`src/rtl/msk_lbox_fwd_seq.sv`:
```
// Masked forward Clyde-128 L-box: a d-share state of four 32-bit rows is processed as two
// row pairs, one pair per cycle, through a single share-wise lbox core.
module msk_lbox_fwd_seq #(
    parameter int d = 2
) (
    input  logic             clk,
    input  logic             nrst,
    input  logic             in_valid,
    output logic             in_ready,
    input  logic [128*d-1:0] in_state,
    output logic             out_valid,
    input  logic             out_ready,
    output logic [128*d-1:0] out_state
);
    localparam int RW = 32 * d;

    typedef enum logic [1:0] {
        IDLE  = 2'd0,
        PAIR0 = 2'd1,
        PAIR1 = 2'd2,
        DONE  = 2'd3
    } state_e;

    state_e           fsm_q, fsm_d;
    logic [128*d-1:0] st_q, st_d;
    logic             in_ready_q;
    logic             out_valid_q;
    logic [RW-1:0]    core_x_s, core_y_s, core_a_s, core_b_s;

    // Rotating by n bit positions moves whole d-share groups, so shares never mix.
    function automatic logic [RW-1:0] rotr(input logic [RW-1:0] w, input int n);
        rotr = (w >> (n * d)) | (w << ((32 - n) * d));
    endfunction

    function automatic logic [2*RW-1:0] lbox(input logic [RW-1:0] x, input logic [RW-1:0] y);
        logic [RW-1:0] a, b, c, e;
        a = x ^ rotr(x, 12);
        b = y ^ rotr(y, 12);
        a = a ^ rotr(a, 3);
        b = b ^ rotr(b, 3);
        a = a ^ rotr(x, 17);
        b = b ^ rotr(y, 17);
        c = a ^ rotr(a, 31);
        e = b ^ rotr(b, 31);
        a = a ^ rotr(e, 26);
        b = b ^ rotr(c, 25);
        a = a ^ rotr(c, 15);
        b = b ^ rotr(e, 15);
        lbox = {b, a};
    endfunction

    // Core input mux: rows 2,3 in PAIR1, rows 0,1 otherwise.
    always_comb begin
        if (fsm_q == PAIR1) begin
            core_x_s = st_q[3*RW-1:2*RW];
            core_y_s = st_q[4*RW-1:3*RW];
        end else begin
            core_x_s = st_q[RW-1:0];
            core_y_s = st_q[2*RW-1:RW];
        end
        {core_b_s, core_a_s} = lbox(core_x_s, core_y_s);
    end

    // Next-state and state-register update; only the active row pair is written.
    always_comb begin
        fsm_d = fsm_q;
        st_d  = st_q;
        case (fsm_q)
            IDLE: begin
                if (in_valid) begin
                    st_d  = in_state;
                    fsm_d = PAIR0;
                end else begin
                    fsm_d = IDLE;
                end
            end
            PAIR0: begin
                st_d[2*RW-1:0] = {core_b_s, core_a_s};
                fsm_d          = PAIR1;
            end
            PAIR1: begin
                st_d[4*RW-1:2*RW] = {core_b_s, core_a_s};
                fsm_d             = DONE;
            end
            DONE: begin
                if (out_ready) begin
                    fsm_d = IDLE;
                end else begin
                    fsm_d = DONE;
                end
            end
            default: begin
                fsm_d = IDLE;
            end
        endcase
    end

    // State, data and registered handshake flags.
    always_ff @(posedge clk or negedge nrst) begin
        if (!nrst) begin
            fsm_q       <= IDLE;
            st_q        <= {(128*d){1'b0}};
            in_ready_q  <= 1'b1;
            out_valid_q <= 1'b0;
        end else begin
            fsm_q       <= fsm_d;
            st_q        <= st_d;
            in_ready_q  <= (fsm_d == IDLE);
            out_valid_q <= (fsm_d == DONE);
        end
    end

    assign in_ready  = in_ready_q;
    assign out_valid = out_valid_q;
    assign out_state = st_q;

endmodule

```
`config.mk`:
```
export PLATFORM = sky130hd
export DESIGN_NAME = msk_lbox_fwd_seq
export DESIGN_NICKNAME = d
export VERILOG_FILES = /design/src/rtl/msk_lbox_fwd_seq.sv
export SDC_FILE = /design/constraint.sdc
export NUM_CORES = 1
export LEC_CHECK = 0
export CAP_MARGIN = 10
export CORE_UTILIZATION = 35
export CTS_BUF_LIST = sky130_fd_sc_hd__clkbuf_8
export CTS_CLUSTER_DIAMETER = 100
export DETAILED_ROUTE_END_ITERATION = 10
export GPL_ROUTABILITY_DRIVEN = 1
export PLACE_DENSITY = 0.67
export SYNTH_ARGS = -nofsm -noshare
export SYNTH_HDL_FRONTEND = slang
export SYNTH_SLANG_ARGS = --single-unit
```
`constraint.sdc`:
```
create_clock -name clk -period 4.8 [get_ports clk]
set_input_delay 0.96 -clock clk [delete_from_list [all_inputs] [get_ports clk]]
set_output_delay 0.96 -clock clk [all_outputs]
set_load 0.02 [all_outputs]
```
==> results.md <==
- Status: completed
- Met3 Resource Use GR: 0.0434
- # nets final: approximately 3,000
- Crit. Startpoint: fsm_q[1]
- Buffers and inverters on the worst path: 2
- Antenna violations before repair: 4
- Ratio of cells with drive above 1 in the final layout: 0.0785
- Post-CTS Setup Bufs: 0
- Length in cells of the worst reg-to-reg path: 9
- Stages on worst setup path: 9
- Instance count of the mapped netlist: 2,352
- Wire length per cell after detailed routing: about 30 um
- Clock root buffer master: sky130_fd_sc_hd__clkbuf_8
- Sequential Area: about 6500 um^2
- Final Slew Violations: 0
- Worst r2r dst: out_state[99]
- Maximum operating frequency: approximately 230 MHz
- # DRC: 0
- Most instantiated flip-flop cell in the synthesis netlist: sky130_fd_sc_hd__dfrtp_1
- Clock sink total: 260
- Buffer depth of the longest clock path: 3
- Core box area: 70,400 um^2
- Worst-case headroom to the max-slew limit: 0.177
- Worst endpoint required time: 5.28 ns
- Multi-input logic area: 17,600 um^2
- Htree depth: 2
- Clock latency on the worst-skew pair: approximately 0.67 ns
- Largest stage delay on the critical path: 0.70 ns
- DRT Pass-1 Iters: 7
- Number of DRC violations after detailed-routing iteration 0: approximately 1,800
- Overall die area: 72,600 um^2
- Post-synth EDFFs: 0
- Input/output buffers: 517
- Kind of critical path: register to register
- Wire length of the first global-routing pass: 162,000 um
- Chain of cells forming the critical path: buf_4 -> nor2b_4 -> buf_4 -> mux2i_1 -> xor2_1 -> xnor2_1 -> xnor2_1 -> xnor2_1 -> o221ai_1
- Layout overhead on the synthesized area: 28.7%
- Congestion Overflow GR: 0
- Top cells by area, synth: sky130_fd_sc_hd__dfrtp_1 (26%), sky130_fd_sc_hd__xnor3_1 (16%), sky130_fd_sc_hd__xor2_1 (12%)
- Vertical extent of the die: 269 um
- Final-report hold violation count: 0
- Crit path DAT: 4.80 ns
- Final critical-path share of the clock period: 0.900
- Post-synthesis instance area: 25,000 um^2
- Share of the yosys chip area belonging to registers: 0.260
- Cell accounting for the most synthesized area: sky130_fd_sc_hd__dfrtp_1
- Clock Skews: 0.0437 ns
- Number of buffers inserted for hold repair after clock tree synthesis: 0
- Count of pins on the block boundary: 518
- Path type of the worst min-delay path: input port to async pin
- Die boundary width: 269 um
- TritonCTS Buffers: 51
- Slack of the worst reg-to-reg path: about 0.48 ns
- Worst slew pin tran: 1.23 ns
- Fraction of met2 tracks used by global routing: 0.550
- Most utilized layer in the global route result: met2
- FILL cells: about 6,500
- Clock-pin slew on the worst setup and hold paths: about 0.060 ns
- Beginning of the worst register-to-register path: fsm_q[1]
- Nature of the critical path startpoint: register
- M1 GR Usage: 0.355
- Final weighted congestion of routability-driven global placement: 0.965
- Post-synth cell types: 40
- Yosys warning total: 0
- Maximum number of pins on one net before global-route repair: 98
- Critical path capture point type: register
- Ratio of routed vias to standard cells: 5.62
- Wire length reported by the detailed router: 114,000 um
- Largest driver fanout on the critical path: 50
- Minimum clock period: 4.32 ns
- CP delay by family, top: XOR/XNOR gates
- Global-route usage over all layers: 0.305
- Average footprint of a synthesized cell: 10.6 um^2
- HPWL after detailed placement: 87,500 um
- Setup TNS: 0 ns
- CP Capture Point: out_state[99]
- Via Count: 21,000
- Max-cap violation count: 0
- Setup violators final: 0
- Number of global-route vias before repair: 21,600
- Rows: 97
- Cell at the slowest stage of the critical path: sky130_fd_sc_hd__xor2_1
- DRT antenna net count: 0
- Clock tree from TritonCTS: done
- Post-Synthesis Net Count: 2,612
- Unrepaired setup endpoints after global routing: no
- Share of the synthesized area in the top cell type: 0.259
- Resized cells post-CTS: 0
- Number of flip-flops and latches in the synthesized netlist: 260
- Top cell by count, worst path: sky130_fd_sc_hd__xnor2_1
- Fraction of registers with async set/reset: 1.00
- Initial cell density of the core: 0.355
[worst min-delay path by stage]
stage | start | to
after floorplan | nrst | fsm_q[0]
after global placement | out_state[204] | out_state[204]
after detailed placement | out_state[204] | out_state[204]
after CTS | nrst | out_state[90]
after global routing | nrst | out_state[252]
final | nrst | out_state[90]
[layer usage]
layer  routed length [um]  share of wire
met1                42800           0.38
met2                58500           0.51
met3                 6650          0.059
met4                 5660          0.050
met5                   41        0.00036
[cell families after synthesis]
kind of cell / Yosys count / synth area share
buffers and inverters: 227 / 0.0405
AO/OA/AOI/OAI: 523 / 0.140
multiplexers: 233 / 0.0973
AND/OR/NAND/NOR: 213 / 0.0324
flip-flops: 260 / 0.260
XOR/XNOR: 896 / 0.430
[cell usage in the layout, fill, tap and decap left out, types with 20 or more instances in the layout]
cell	n
sky130_fd_sc_hd__o21ai_1	69
sky130_fd_sc_hd__xnor2_1	321
sky130_fd_sc_hd__o21ai_0	91
sky130_fd_sc_hd__mux2i_1	204
sky130_fd_sc_hd__a221o_1	20
sky130_fd_sc_hd__xor2_1	346
sky130_fd_sc_hd__xnor2_2	29
sky130_fd_sc_hd__clkdlybuf4s50_1	516
sky130_fd_sc_hd__xnor3_1	178
sky130_fd_sc_hd__a22oi_1	160
sky130_fd_sc_hd__a21oi_1	63
sky130_fd_sc_hd__nor2_1	84
sky130_fd_sc_hd__o221ai_1	57
sky130_fd_sc_hd__buf_4	41
sky130_fd_sc_hd__clkbuf_8	65
sky130_fd_sc_hd__nand2_1	121
sky130_fd_sc_hd__dfrtp_1	257
[area by class of cell]
cell class,count,share of cell area
clock buffers,65,0.0278
inverters,3,0.000350
well taps,940,0.0365
multi-input cells,1865,0.546
flip-flops and latches,260,0.202
repair buffers,570,0.178
clock inverters,26,0.00863
diodes,1,0.0000777
[metrics by stage]
step / utilization / hold WS [ns] / std cells / cell area (um^2) / setup slack [ns]
after global placement: 0.441 / 0.613 / 3638 / 31000 / 0.619
after floorplan: - / 0.656 / 2352 / 25000 / 2.10
after global routing: 0.457 / 0.365 / 3730 / 32200 / 0.481
after detailed placement: 0.441 / 0.626 / 3638 / 31000 / 0.649
final: 0.457 / 0.296 / 3730 / 32200 / 0.481
after CTS: 0.457 / 0.306 / 3729 / 32200 / 0.600
[synthesized netlist by cell type, types with 3 or more instances]
master,number
sky130_fd_sc_hd__clkbuf_1,133
sky130_fd_sc_hd__buf_6,18
sky130_fd_sc_hd__xor2_1,346
sky130_fd_sc_hd__a22oi_1,160
sky130_fd_sc_hd__xnor2_1,321
sky130_fd_sc_hd__mux2i_1,204
sky130_fd_sc_hd__xnor3_1,178
sky130_fd_sc_hd__buf_2,3
sky130_fd_sc_hd__o221ai_1,57
sky130_fd_sc_hd__a21oi_1,64
sky130_fd_sc_hd__nor2_1,87
sky130_fd_sc_hd__o22a_1,7
sky130_fd_sc_hd__a221o_1,20
sky130_fd_sc_hd__o22ai_1,17
sky130_fd_sc_hd__xor3_1,9
sky130_fd_sc_hd__o21ai_1,70
sky130_fd_sc_hd__xnor2_2,29
sky130_fd_sc_hd__nand2_1,122
sky130_fd_sc_hd__mux2i_2,17
sky130_fd_sc_hd__buf_4,6
sky130_fd_sc_hd__xor2_2,11
sky130_fd_sc_hd__mux2_2,9
sky130_fd_sc_hd__a22o_1,17
sky130_fd_sc_hd__dfrtp_1,259
sky130_fd_sc_hd__a21o_1,17
sky130_fd_sc_hd__buf_1,64
sky130_fd_sc_hd__o21ai_0,91
[state kept, by name, summed over array words and instances, names as in the netlist]
| signal | cells |
|---|---|
| fsm_q | 2 |
| out_valid | 1 |
| in_ready | 1 |
| out_state | 256 |
Power is left out: the tool's default activity adds up to more than one toggle a clock period on the data nets, which glitch-free logic cannot reach.
